$ cat config.mk
export PLATFORM = sky130hd
export DESIGN_NAME = cascade_delay_sched
export DESIGN_NICKNAME = d
export VERILOG_FILES = /design/src/rtl/cascade_delay_sched.sv
export SDC_FILE = /design/constraint.sdc
export NUM_CORES = 1
export LEC_CHECK = 0
export BUFFER_PORTS_ARGS = -buffer_cell sky130_fd_sc_hd__buf_2
export CAP_MARGIN = 10
export CORE_MARGIN = 5
export CORE_UTILIZATION = 53
export CTS_CLUSTER_DIAMETER = 150
export DETAILED_ROUTE_END_ITERATION = 8
export PLACE_DENSITY = 0.93
export SLEW_MARGIN = 5
export SYNTH_ARGS = -nofsm -noshare
export SYNTH_HDL_FRONTEND = slang
export SYNTH_SLANG_ARGS = --single-unit
$ cat constraint.sdc
create_clock -name clk -period 2.6 [get_ports clk]
set_input_delay 0.52 -clock clk [delete_from_list [all_inputs] [get_ports clk]]
set_output_delay 0.52 -clock clk [all_outputs]
set_load 0.02 [all_outputs]
$ cat src/rtl/cascade_delay_sched.sv
// Address/enable sequencer that turns one dual-port SRAM into a DEPTH-sample
// delay line. The footprint is DEPTH+1 words. A write and a read in the same
// cycle therefore never share an address. The drain mode flushes the residue
// out at end of frame.
module cascade_delay_sched #(
  parameter int DW     = 16,
  parameter int AW     = 16,
  parameter int DEPTH  = 64,
  parameter int RD_LAT = 1
) (
  input  logic          clk,
  input  logic          rst_n,
  input  logic          flush,
  input  logic          in_valid,
  input  logic [DW-1:0] in_data,
  output logic          in_ready,
  input  logic          drain_req,
  output logic [DW-1:0] wdata,
  output logic [AW-1:0] waddr,
  output logic          wen,
  output logic [AW-1:0] raddr,
  output logic          ren,
  input  logic [DW-1:0] rdata,
  output logic          out_valid,
  output logic [DW-1:0] out_data,
  output logic          busy
);

  typedef enum logic [1:0] {IDLE, FILL, STEADY, DRAIN} state_t;

  localparam logic [AW-1:0] DEPTH_A = AW'(DEPTH);

  state_t            state_q, state_d;
  logic [AW-1:0]     wptr_q, wptr_d;
  logic [AW-1:0]     rptr_q, rptr_d;
  logic [AW-1:0]     count_q, count_d;
  logic [RD_LAT-1:0] vpipe_q, vpipe_d;
  logic              accept;

  function automatic logic [AW-1:0] ptr_inc(input logic [AW-1:0] p);
    return (p == DEPTH_A) ? '0 : p + AW'(1);
  endfunction

  // State, pointers, occupancy and read-valid pipe registers
  always_ff @(posedge clk or negedge rst_n) begin
    if (!rst_n) begin
      state_q <= IDLE;
      wptr_q  <= '0;
      rptr_q  <= '0;
      count_q <= '0;
      vpipe_q <= '0;
    end else begin
      state_q <= state_d;
      wptr_q  <= wptr_d;
      rptr_q  <= rptr_d;
      count_q <= count_d;
      vpipe_q <= vpipe_d;
    end
  end

  // SRAM strobes and stream handshake for the current cycle
  always_comb begin
    in_ready  = (state_q != DRAIN);
    accept    = in_valid & in_ready & ~flush;
    wen       = accept;
    wdata     = in_data;
    waddr     = wptr_q;
    raddr     = rptr_q;
    ren       = 1'b0;
    if (!flush) begin
      if (state_q == STEADY)     ren = accept;
      else if (state_q == DRAIN) ren = (count_q != '0);
    end
    out_valid = vpipe_q[RD_LAT-1];
    out_data  = rdata;
    busy      = (state_q != IDLE) | (|vpipe_q);
  end

  // Next state, pointer advance and occupancy bookkeeping
  always_comb begin
    state_d = state_q;
    wptr_d  = wptr_q;
    rptr_d  = rptr_q;
    count_d = count_q;
    // Shift in the read strobe; the truncating cast keeps this valid for RD_LAT==1
    vpipe_d = RD_LAT'({vpipe_q, ren});
    if (wen) wptr_d = ptr_inc(wptr_q);
    if (ren) rptr_d = ptr_inc(rptr_q);
    unique case (state_q)
      IDLE: begin
        if (accept) begin
          count_d = count_q + AW'(1);
          state_d = (count_q + AW'(1) == DEPTH_A) ? STEADY : FILL;
        end
      end
      FILL: begin
        if (accept) count_d = count_q + AW'(1);
        if (drain_req)                                      state_d = DRAIN;
        else if (accept && (count_q + AW'(1) == DEPTH_A)) state_d = STEADY;
      end
      STEADY: begin
        if (drain_req) state_d = DRAIN;
      end
      DRAIN: begin
        if (ren) count_d = count_q - AW'(1);
        if ((count_q == '0) && (vpipe_q == '0)) begin
          state_d = IDLE;
          wptr_d  = '0;
          rptr_d  = '0;
        end
      end
    endcase
    if (flush) begin
      state_d = IDLE;
      wptr_d  = '0;
      rptr_d  = '0;
      count_d = '0;
      vpipe_d = '0;
    end
  end

endmodule

---- Word-level counts from Yosys, hierarchy flattened ----
Cells that the tools add are included.
operators by class
  mux-type cells .......................... 26
  equal/unequal tests ..................... 13
  reduce and logical (&&, ||, !) cells .... 10
  $add $sub $neg .......................... 4
  bitwise operators ....................... 5
operators by type and width
  operator               number
  $mux 16                13
  $add 16x1->16 const B  3
  $eq 16x7->1 const B    3
  $pmux 16 s2            1
  $logic_not 16->1       1
  $reduce_bool 16->1     1
  $sub 16x1->16 const B  1
  $mux 2                 7
  $ne 3x3->1 const B     3
  $pmux 2 s4             1
  $eq 2x2->1 const B     2
  $mux 1                 4
  $ne 4x4->1 const B     1
  $reduce_and 4->1       1
  $ne 3x1->1 const B     1
  $ne 3x2->1 const B     1
  $reduce_and 3->1       1
  $reduce_bool 3->1      1
  $and 1x1->1            2
  $eq 2x1->1 const B     1
  $logic_and 1x1->1      2
  $logic_not 2->1        1
  $ne 2x2->1 const B     1
  $not 1->1              2
  other kinds (3)        3
storage, ports and cells
  logic and storage cells ................. 63
  bits of input ports ..................... 37
  output and inout bits ................... 69
  register bits ........................... 51

---- Depth between registers and ports, before layout ----
Gate-level depths: netlist of the first run.
  word-level depth ........................ 9
  mapped depth ............................ 11
  mapped depth without buffers ............ 9

---- Worst setup path before layout of the first run ----
Ideal clock, no wire load.
  path type ............................... flip-flop to flip-flop
  start ................................... register count_q[1]
  end ..................................... register state_q[1]
  setup slack ............................. 0.209 ns
  data required time ...................... 2.527 ns
  period minus slack after synthesis ...... 2.391 ns
  arrival ................................. 2.318 ns
  cell stages (with the launch flop) ...... 9
  path buffers ............................ 0
  library setup time ...................... 0.073 ns
  path through ............................ dfrtp_1 > ha_1 > nand4_4 > or4_4 > xor2_1 > nand4_2 > nor4_1 > mux2_1 > a21oi_2
on the way
  cells in the longest elaborated chain, start to end .. 6
  elaborated cells on any way between the ends .. 12
  classes of those cells .................. add/sub (1); eq/ne (3); mux (4); reduce/logical (4)
RTL lines
  what                    line    RTL
  start, declared         36      logic [AW-1:0] count_q, count_d;
  start signal, assigned  56      count_q <= count_d;
  $add 16x1->16           93, 99
  $eq 16x7->1             93, 99
  $mux 2                  93      state_d = (count_q + AW'(1) == DEPTH_A) ? STEADY : FILL;
  $mux 2                  91      if (accept) begin
  $pmux 2 s4              89      unique case (state_q)
  $mux 2                  113     if (flush) begin
  end signal, assigned    53      state_q <= state_d;
  end, declared           33      state_t state_q, state_d;
Parallel ways exist; a longest one is shown, timed or not. The select of a mux whose other input is x is not followed.
A chain may end at the register's enable or synchronous reset.

---- Worst setup path in the final report of the first run ----
  start ................................... register count_q[7]
  end ..................................... output ren
on the way
  cells in the longest elaborated chain, start to end .. 4
RTL lines
  what                line  RTL
  $reduce_bool 16->1  72    else if (state_q == DRAIN) ren = (count_q != '0);
  $mux 1              72
  $mux 1              71    if (state_q == STEADY) ren = accept;
  $mux 1              70    if (!flush) begin
  end, declared       22    output logic ren,
No other way between the ends.

==> results of run 1 <==
## final timing paths
| check | to | slack, ns |
|---|---|---|
| max in group asynchronous | raddr[9]$_DFF_PN0_ | 1.71 |
| worst min register to register | waddr[0]$_DFF_PN0_ | 0.56 |
| worst max register to register | state_q[1]$_DFFE_PN0P_ | 0.13 |
| worst min-delay path | count_q[2]$_DFFE_PN0P_ | 0.10 |
| min in group clk | waddr[0]$_DFF_PN0_ | 0.56 |
| worst max-delay path | ren | 0.06 |
## per-layer routing
metal / track usage (%) / vias to the layer above / share of wire (%)
met5: 0 / - / 0
met4: 7.94 / 0 / 2.3
met3: 4.10 / 28 / 7.8
met2: 33.6 / 158 / 49
met1: 25.4 / 1532 / 41
li1: - / 1487 / -
## cell usage after synthesis (2+ instances only)
master	instances
nor2_1	61
dfrtp_1	51
buf_4	35
nand2_1	29
xor2_1	23
xnor2_1	19
nand3_1	18
nor3_1	16
o21ai_0	15
a21oi_1	13
nand4_1	13
and3_1	12
inv_1	12
ha_1	10
nor4_1	10
buf_6	8
nor4b_1	7
or3_1	7
buf_2	6
nor2b_1	5
a211oi_1	4
clkbuf_1	4
o21ai_1	3
o21bai_1	3
o22ai_1	3
a221oi_1	2
a31o_2	2
a31oi_1	2
mux2i_1	2
nand2b_1	2
nand4_2	2
nor3b_1	2
or4_1	2
## power groups by stage
| stage | Clock (mW) | Combinational [mW] | Sequential (mW) |
|---|---|---|---|
| 2_1_floorplan | 0 | 0.819 | 0.939 |
| 3_3_place_gp | 0 | 0.977 | 0.950 |
| 3_5_place_dp | 0 | 1.01 | 0.956 |
| 4_1_cts | 0.464 | 1.03 | 0.941 |
| 5_1_grt | 0.490 | 1.24 | 0.957 |
| 6_report | 0.454 | 1.14 | 0.947 |
## logic make-up after synthesis
| family | Yosys count | share of synthesized area, % |
|---|---|---|
| multiplexers | 3 | 0.856 |
| buffers and inverters | 66 | 12.2 |
| adder cells (fa/ha/maj) | 10 | 3.43 |
| XOR/XNOR | 42 | 10.1 |
| AO/OA/AOI/OAI | 57 | 10.1 |
| AND/OR/NAND/NOR | 194 | 28.4 |
| flip-flops | 51 | 34.9 |
## cell type report
class / instances / share of cell area (%)
clock buffer: 5 / 1.77
tap: 80 / 2.58
timing repair buffer: 66 / 10.4
sequential: 51 / 32.9
inverter: 13 / 1.26
multi-input combinational: 306 / 50.7
clock inverter: 2 / 0.355
## critical path, cell delays in order, from the launching register on
cell and delay [ns]:
dfrtp_1 0.40, buf_4 0.17, nor4_1 0.41, nand4b_2 0.24, a22oi_2 0.23, nor2_1 0.09
buf_2 0.18
## flip-flops by register name, summed over array words and instances (netlist names)
name	count
count_q	16
raddr	16
out_valid	1
waddr	16
state_q	2
## layout by cell type, fill, tap and decap left out, types with 3 or more instances in the layout
master	instances
a211oi_1	4
a21oi_1	13
and3_1	12
buf_2	41
buf_4	24
clkbuf_8	5
dfrtp_1	50
ha_1	9
inv_1	12
nand2_1	29
nand3_1	18
nand4_1	13
nor2_1	60
nor2b_1	5
nor3_1	16
nor4_1	9
nor4b_1	6
o21ai_0	15
o21ai_1	3
o21bai_1	3
o22ai_1	3
or3_1	7
xnor2_1	19
xor2_1	23
## what timing repair did
item                       in CTS  in global routing
setup endpoints to repair       1                  5
hold buffers                    0                  0
gates cloned                    0                  0
pin swaps                       1                  0
gates resized for setup         2                  6
buffers inserted                1                  2
## through the flow
| step | setup slack (ns) | instance area, sq um |
|---|---|---|
| after floorplan | 0.209 | 3650 |
| after global placement | 0.141 | 3740 |
| after detailed placement | 0.0655 | 3740 |
| after CTS | 0.0314 | 3840 |
| after global routing | -0.0184 | 3880 |
| final | 0.0553 | 3880 |
==> metrics.md, run 1 <==
| Metric | Value |
|---|---|
| # DRC | 0 |
| Synth top area share | 34.9% |
| Critical setup path kind | reg -> out |
| Worst Setup SP | count_q[7]$_DFFE_PN0P_ |
| FF+latch area | 0.00128 sq mm |
| Initial DRC Count | 290 |
| Max Slew Vio Count | 0 |
| GRT Resource Usage Total | 20.1% |
| Crit path launch type | flop |
| CTS tree | yes |
| Skew final | 0.0166 ns |
| Non-filler instance count after layout | 523 |
| Fin util | 57.4% |
| Highest Clock Rate | 393 MHz |
| VDD IR-drop max | 300 uV |
| First-pass GRT wire length | 14300 um |
| Critical Path AT | 2.02 ns |
| Area growth, synth to finish | 6.27% |
| Nets | 490 |
| Detail Route Antenna Nets | 0 |
| Worst setup EP type | output port |
| Area of the multi-input gates | 0.00197 sq mm |
| Die H | 93.0 um |
| R2R depth | 8 |
| Total leakage power | 1.78 nW |
| FFs w/ async S/R, synth | 100% |
| Root Buffer | clkbuf_8 |
| Die area | 0.00865 sq mm |
| Share of cells above drive strength 1 | 21.0% |
| Post-DP HPWL | 6320 um |
| Post-Syn Area per Cell | 8.63 sq um |
| Cell Count Post-Placement | 513 |
| Wirelength, routed | 8650 um |
| Pwr dens | 654 mW/mm^2 |
| Mapped cell area | 0.00365 sq mm |
| Cell taking the most area after synthesis | dfrtp_1 |
| Number of global-route vias before repair | 3052 |
| Clk_lat worst skew | 0.32 ns |
| TritonCTS Buffers | 5 |
| Hold crit path type | in -> async |
| Clock tree sinks | 51 |
| Ys flop type | dfrtp_1 |
| EDFF count, synth | 0 |
| Ant. Diodes | 0 |
| Clock share of power | 17.9% |
| Yosys cell types | 53 |
| Vias per cell | 6.13 |
| Remaining Overflow, GRT | 0 |
| Final Hold Fails | 0 |
| Yosys warns | 0 |
| Slew @ Worst Pin | 0.493 ns |
| FILL cells | 577 |
| Syn Nets | 470 |
| Initial antenna violation count | 0 |
| Row count | 30 |
| Hold WS | 0.104 ns |
| Min cycle time layout | 2.54 ns |
| Vias | 3205 |
| Max Cap Viol | 0 |
| Clk buf depth | 2 |
| Largest net degree at the start of global routing | 36 |
| I/O Pins | 106 |
| Final Cycle Share | 97.9% |
| Int Power | 1.51 mW |
| WP data required | 2.08 ns |
| Slew Limit Headroom | 66.9% |
| Seq/Total Area, Yosys | 34.9% |
| Final TNS setup | 0 ns |
| Routability cong. | 0.927 |
| Dominant cells by area after synthesis | dfrtp_1, buf_4, nor2_1 |
| Setup violations, final | 0 |
| 1st-pass router iterations | 5 |
| CORE AREA | 0.00676 sq mm |
| Post-synthesis instance total | 423 |
| Max FO, Critical Path | 8 |
| Status | finished clean |
| Die X | 93.0 um |
| Sequential Power Share | 37.3% |
| Reg clk slew, reported paths | 0.10 ns |
| Port-buffer cells | 41 |
| H-tree depth | 2 |
| Switching part of the total power | 40.4% |
| DR WL/cell | 16.5 um |
| Gate power share | 44.9% |
| Reg2reg start | count_q[0]$_DFFE_PN0P_ |
| NetSw | 1.03 mW |
| Seq cells post-synth | 51 |
| Overall power | 2.54 mW |
| Initial core utilization | 54.1% |
No activity file was read; power rests on OpenSTA's default activity.
==> inputs of run 2 (changes only) <==
MAX_ROUTING_LAYER = met4   (was default)
==> run 2 against run 1 <==
  * Combinational power hardly changed
  * Clock skew is 0.0035 ns lower
  * Non-clock buffer count is 1 higher
  * Clock power hardly changed
  * Sequential share of layout area is 0.11 points lower
  * Critical path type unchanged
==> metrics.md, run 2 (synthesis results as in run 1) <==
| Metric | Value |
|---|---|
| Status | finished clean |
| CTS tree | yes |
| Largest net degree at the start of global routing | 36 |
| Number of global-route vias before repair | 3084 |
| Crit path launch type | flop |
| I/O Pins | 106 |
| Ant. Diodes | 0 |
| Worst Setup SP | count_q[0]$_DFFE_PN0P_ |
| Port-buffer cells | 41 |
| Initial antenna violation count | 0 |
| # hold bufs at CTS | 0 |
| Detail Route Antenna Nets | 0 |
| Vias per cell | 6.12 |
| Reg clk slew, reported paths | 0.09 ns |
| Post-DP HPWL | 6370 um |
| Non-filler instance count after layout | 524 |
| Final TNS setup | 0 ns |
| Clk_lat worst skew | 0.31 ns |
| WP data required | 2.08 ns |
| VDD IR-drop max | 384 uV |
| Die H | 93.0 um |
| Setup violations, final | 0 |
| # DRC | 0 |
| Max Slew Vio Count | 0 |
| GRT Resource Usage Total | 21.4% |
| Hold crit path type | in -> async |
| Most frequent cells in the layout | nor2_1, dfrtp_1, buf_2 |
| Highest Clock Rate | 401 MHz |
| Die area | 0.00865 sq mm |
| Setup crit end | ren |
| Root Buffer | clkbuf_8 |
| Reg2reg start | count_q[1]$_DFFE_PN0P_ |
| Hold WS | 0.111 ns |
| Slew Limit Headroom | 66.8% |
| Critical setup path kind | reg -> out |
| Wirelength, routed | 8910 um |
| Vias | 3205 |
| Initial core utilization | 54.1% |
| Remaining Overflow, GRT | 0 |
| Commonest non-fill, non-tap cell in the layout | nor2_1 |
| Routability cong. | 0.938 |
| Max FO, Critical Path | 8 |
| Final Hold Fails | 0 |
| Clock tree sinks | 51 |
| First-pass GRT wire length | 14700 um |
| CORE AREA | 0.00676 sq mm |
| Overall power | 2.55 mW |
| Worst setup EP type | output port |
| Register-to-register setup slack | 0.15 ns |
| Row count | 30 |
| 1st-pass router iterations | 5 |
| Final Cycle Share | 95.9% |
| Die X | 93.0 um |
| Clk buf depth | 2 |
| H-tree depth | 2 |
| DR WL/cell | 17.0 um |
| Pwr dens | 655 mW/mm^2 |
| Slew @ Worst Pin | 0.492 ns |
| Max Cap Viol | 0 |
| Fin util | 57.6% |
| Min cycle time layout | 2.49 ns |
| Area growth, synth to finish | 6.61% |
| Cell Count Post-Placement | 515 |
| Skew final | 0.0131 ns |
| Initial DRC Count | 292 |
| R2R depth | 8 |
| Critical Path AT | 1.97 ns |
| Total leakage power | 1.78 nW |
| RR Endpoint | state_q[1]$_DFFE_PN0P_ |
| Nets | 491 |
| Share of cells above drive strength 1 | 22.1% |
| TritonCTS Buffers | 5 |
## run 2: per-stage QoR
stage | setup WS [ns] | area (sq um)
6_report | 0.106 | 3890
5_1_grt | -0.0336 | 3890
4_1_cts | 0.0161 | 3850
3_5_place_dp | 0.0778 | 3740
3_3_place_gp | 0.116 | 3740
2_1_floorplan | 0.209 | 3650
## run 2: cell type report
| cell class | instances | area, sq um |
|---|---|---|
| multi-input combinational | 306 | 1980 |
| sequential | 51 | 1280 |
| inverter | 13 | 48.8 |
| clock inverter | 2 | 13.8 |
| clock buffer | 5 | 68.8 |
| fill | 569 | 2860 |
| timing repair buffer | 67 | 400 |
| tap | 80 | 100 |
## run 2: worst min-delay path by stage
| stage | startpoint | end | slack (ns) | cells past startpoint |
|---|---|---|---|---|
| 6_report | rst_n | count_q[2]$_DFFE_PN0P_ | 0.11 | 1 |
| 3_5_place_dp | rst_n | count_q[2]$_DFFE_PN0P_ | 0.47 | 1 |
| 3_3_place_gp | rst_n | count_q[2]$_DFFE_PN0P_ | 0.46 | 1 |
| 2_1_floorplan | rst_n | count_q[0]$_DFFE_PN0P_ | 0.22 | 0 |
| 4_1_cts | rst_n | count_q[2]$_DFFE_PN0P_ | 0.13 | 1 |
| 5_1_grt | rst_n | count_q[2]$_DFFE_PN0P_ | 0.14 | 1 |
## run 2: worst max-delay path, stage by stage, from the launching register on
cell      delay (ns)
dfrtp_1         0.40
buf_4           0.17
inv_2           0.07
ha_1            0.17
nor4b_4         0.27
nand4b_4        0.15
a22oi_2         0.18
nor2_1          0.08
buf_2           0.17
## run 2: power breakdown
group | leakage (nW) | switching, mW | internal (mW)
Sequential | 0.704 | 0.0848 | 0.855
Combinational | 1.03 | 0.682 | 0.473
Clock | 0.0440 | 0.271 | 0.185
## run 2: layer usage
metal / global-route usage (%) / part of all wire, % / up-vias
li1: - / - / 1481
met1: 27.1 / 41 / 1517
met2: 34.7 / 49 / 173
met3: 4.26 / 7.5 / 34
met4: 6.59 / 2.5 / 0
met5: - / 0 / -
## run 2: repair_timing
action	4_1_cts	5_1_grt
setup buffers	2	0
gates resized for setup	2	10
setup endpoints to repair	1	26
pin swaps	1	1
==> inputs of run 3 (changes only) <==
--- a/constraint.sdc
+++ b/constraint.sdc
@@ -3,2 +3,2 @@
 set_output_delay 0.52 -clock clk [all_outputs]
-set_load 0.02 [all_outputs]
+set_load 0.01 [all_outputs]
==> run 3 against run 2 <==
  * Via count rose by 0.94%
  * Sequential share of layout area barely moved
  * Utilization up 0.074 points
  * Sequential power rose by 0.9%
  * First-iteration DRC count grew 8.6%
  * Hold slack better by 0.21 ns
  * Clock power increased by 5.7%
  * Critical path type is now reg -> reg
  * Largest power group unchanged
==> metrics.md, run 3 (synthesis results as in run 1) <==
| Metric | Value |
|---|---|
| Status | finished clean |
| H-tree depth | 2 |
| Vias per cell | 6.20 |
| Initial antenna violation count | 0 |
| GRT Resource Usage Total | 20.7% |
| Area growth, synth to finish | 6.75% |
| Routability cong. | 0.963 |
| Cell Count Post-Placement | 513 |
| CP Cell Sequence | nand3_1 > buf_4 > nor3_1 > and3_1 > o22ai_1 > nor4_2 > mux2_1 > a21oi_2 |
| Gate power share | 43.0% |
| Port-buffer cells | 41 |
| Final Hold Fails | 0 |
| Sequential Power Share | 37.8% |
| Clock tree sinks | 51 |
| Crit path launch type | flop |
| Non-filler instance count after layout | 522 |
| CP peak stage delay | 0.55 ns |
| FF+latch area | 0.00128 sq mm |
| Setup crit end | state_q[1]$_DFFE_PN0P_ |
| Register-to-register setup slack | 0.05 ns |
| Reg clk slew, reported paths | 0.09 ns |
| Area of the multi-input gates | 0.00200 sq mm |
| Worst setup EP type | flop |
| Max Cap Viol | 0 |
| Share of cells above drive strength 1 | 21.7% |
| Commonest non-fill, non-tap cell in the layout | nor2_1 |
| Remaining Overflow, GRT | 0 |
| Die H | 93.0 um |
| Slowest-stage cell, CP | dfrtp_1 |
| Critical setup path kind | reg -> reg |
| Nets | 489 |
| Hold WS | 0.316 ns |
| TritonCTS Buffers | 5 |
| VDD IR-drop max | 325 uV |
| Clock share of power | 19.2% |
| FILL cells | 568 |
| Worst Setup SP | count_q[3]$_DFFE_PN0P_ |
| Wirelength, routed | 8820 um |
| I/O Pins | 106 |
| Row count | 30 |
| Most frequent cells in the layout | nor2_1, dfrtp_1, buf_2 |
| Int Power | 1.51 mW |
| Critical Path AT | 2.80 ns |
| Root Buffer | clkbuf_8 |
| 1st-pass router iterations | 5 |
| Pwr dens | 643 mW/mm^2 |
| WP data required | 2.85 ns |
| NetSw | 0.997 mW |
| Max FO, Critical Path | 7 |
| Die X | 93.0 um |
| Initial DRC Count | 317 |
| Detail Route Antenna Nets | 0 |
| # DRC | 0 |
| Number of global-route vias before repair | 3137 |
| DR WL/cell | 16.9 um |
| Switching part of the total power | 39.7% |
| Max Slew Vio Count | 0 |
| Setup violations, final | 0 |
| Initial core utilization | 54.1% |
| Slew Limit Headroom | 56.1% |
| Ant. Diodes | 0 |
| CORE AREA | 0.00676 sq mm |
| First-pass GRT wire length | 14400 um |
| Final Cell Area | 0.00390 sq mm |
| Final Cycle Share | 97.9% |
| Clk_lat worst skew | 0.31 ns |
| Total leakage power | 1.78 nW |
| Post-DP HPWL | 6180 um |
| Highest Clock Rate | 393 MHz |
| Hold crit path type | in -> async |
| Reg2reg start | count_q[3]$_DFFE_PN0P_ |
| Largest net degree at the start of global routing | 52 |
| RR Endpoint | state_q[1]$_DFFE_PN0P_ |
| Clk buf depth | 2 |
| Die area | 0.00865 sq mm |
| Post-DP Area | 0.00372 sq mm |
| Skew final | 0.00732 ns |
| Fin util | 57.7% |
| Min cycle time layout | 2.55 ns |
| R2R depth | 8 |
| CTS tree | yes |
| Slew @ Worst Pin | 0.659 ns |
| # hold bufs at CTS | 0 |
| Vias | 3235 |
[run 3: final cells by class]
class / instances / share of cell area, %
Multi-Input combinational cell: 306 / 51.2
Tap cell: 80 / 2.57
Clock inverter: 1 / 0.225
Inverter: 13 / 1.25
Sequential cell: 51 / 32.8
Timing Repair Buffer: 65 / 9.88
Clock buffer: 6 / 2.12
[run 3: layer usage]
metal | wire length (um) | GRT usage, % | vias to the layer above
li1 | - | - | 1483
met1 | 3720 | 26.3 | 1565
met2 | 4280 | 33.4 | 161
met3 | 625 | 3.70 | 26
met4 | 196 | 7.57 | 0
met5 | 0 | - | -
[run 3: per-stage QoR]
| stage | power (mW) | worst slack [ns] | TNS [ns] |
|---|---|---|---|
| 4_1_cts | 2.43 | 0.0365 | 0 |
| 3_5_place_dp | 1.93 | 0.150 | 0 |
| 5_1_grt | 2.65 | -0.0267 | -0.0267 |
| 3_3_place_gp | 1.89 | 0.157 | 0 |
| 2_1_floorplan | 1.71 | 0.209 | 0 |
| 6_report | 2.51 | 0.0540 | 0 |
[run 3: worst min-delay path by stage]
stage	startpoint	endpoint	slack [ns]	depth (start not counted)
after floorplan	rst_n	count_q[0]$_DFFE_PN0P_	0.22	0
after global placement	waddr[0]$_DFF_PN0_	waddr[0]$_DFF_PN0_	0.55	1
after detailed placement	waddr[15]$_DFF_PN0_	waddr[15]$_DFF_PN0_	0.57	2
after CTS	rst_n	count_q[9]$_DFFE_PN0P_	0.35	2
after global routing	rst_n	state_q[1]$_DFFE_PN0P_	0.38	2
final	rst_n	count_q[3]$_DFFE_PN0P_	0.32	2
[run 3: power by group through the flow]
| stage | logic, mW | registers, mW | clock network [mW] |
|---|---|---|---|
| final | 1.08 | 0.948 | 0.482 |
| after global routing | 1.18 | 0.957 | 0.521 |
| after CTS | 0.997 | 0.942 | 0.491 |
| after detailed placement | 0.975 | 0.957 | 0 |
| after global placement | 0.943 | 0.951 | 0 |
| after floorplan | 0.785 | 0.928 | 0 |
[run 3: what timing repair did]
action / in CTS / in global routing
endpoints found under the setup margin: 1 / 9
gates resized for setup: 1 / 11
pin swaps: 1 / 0
hold endpoints to repair: 0 / 0
buffers inserted: 1 / 1
[run 3: worst max-delay path: cells and delay by family (launching register included)]
family,cells,cell delay [ns]
AO/OA/AOI/OAI,2,0.25
buffers and inverters,1,0.23
AND/OR/NAND/NOR,4,1.09
multiplexers,1,0.37
flip-flops,1,0.55
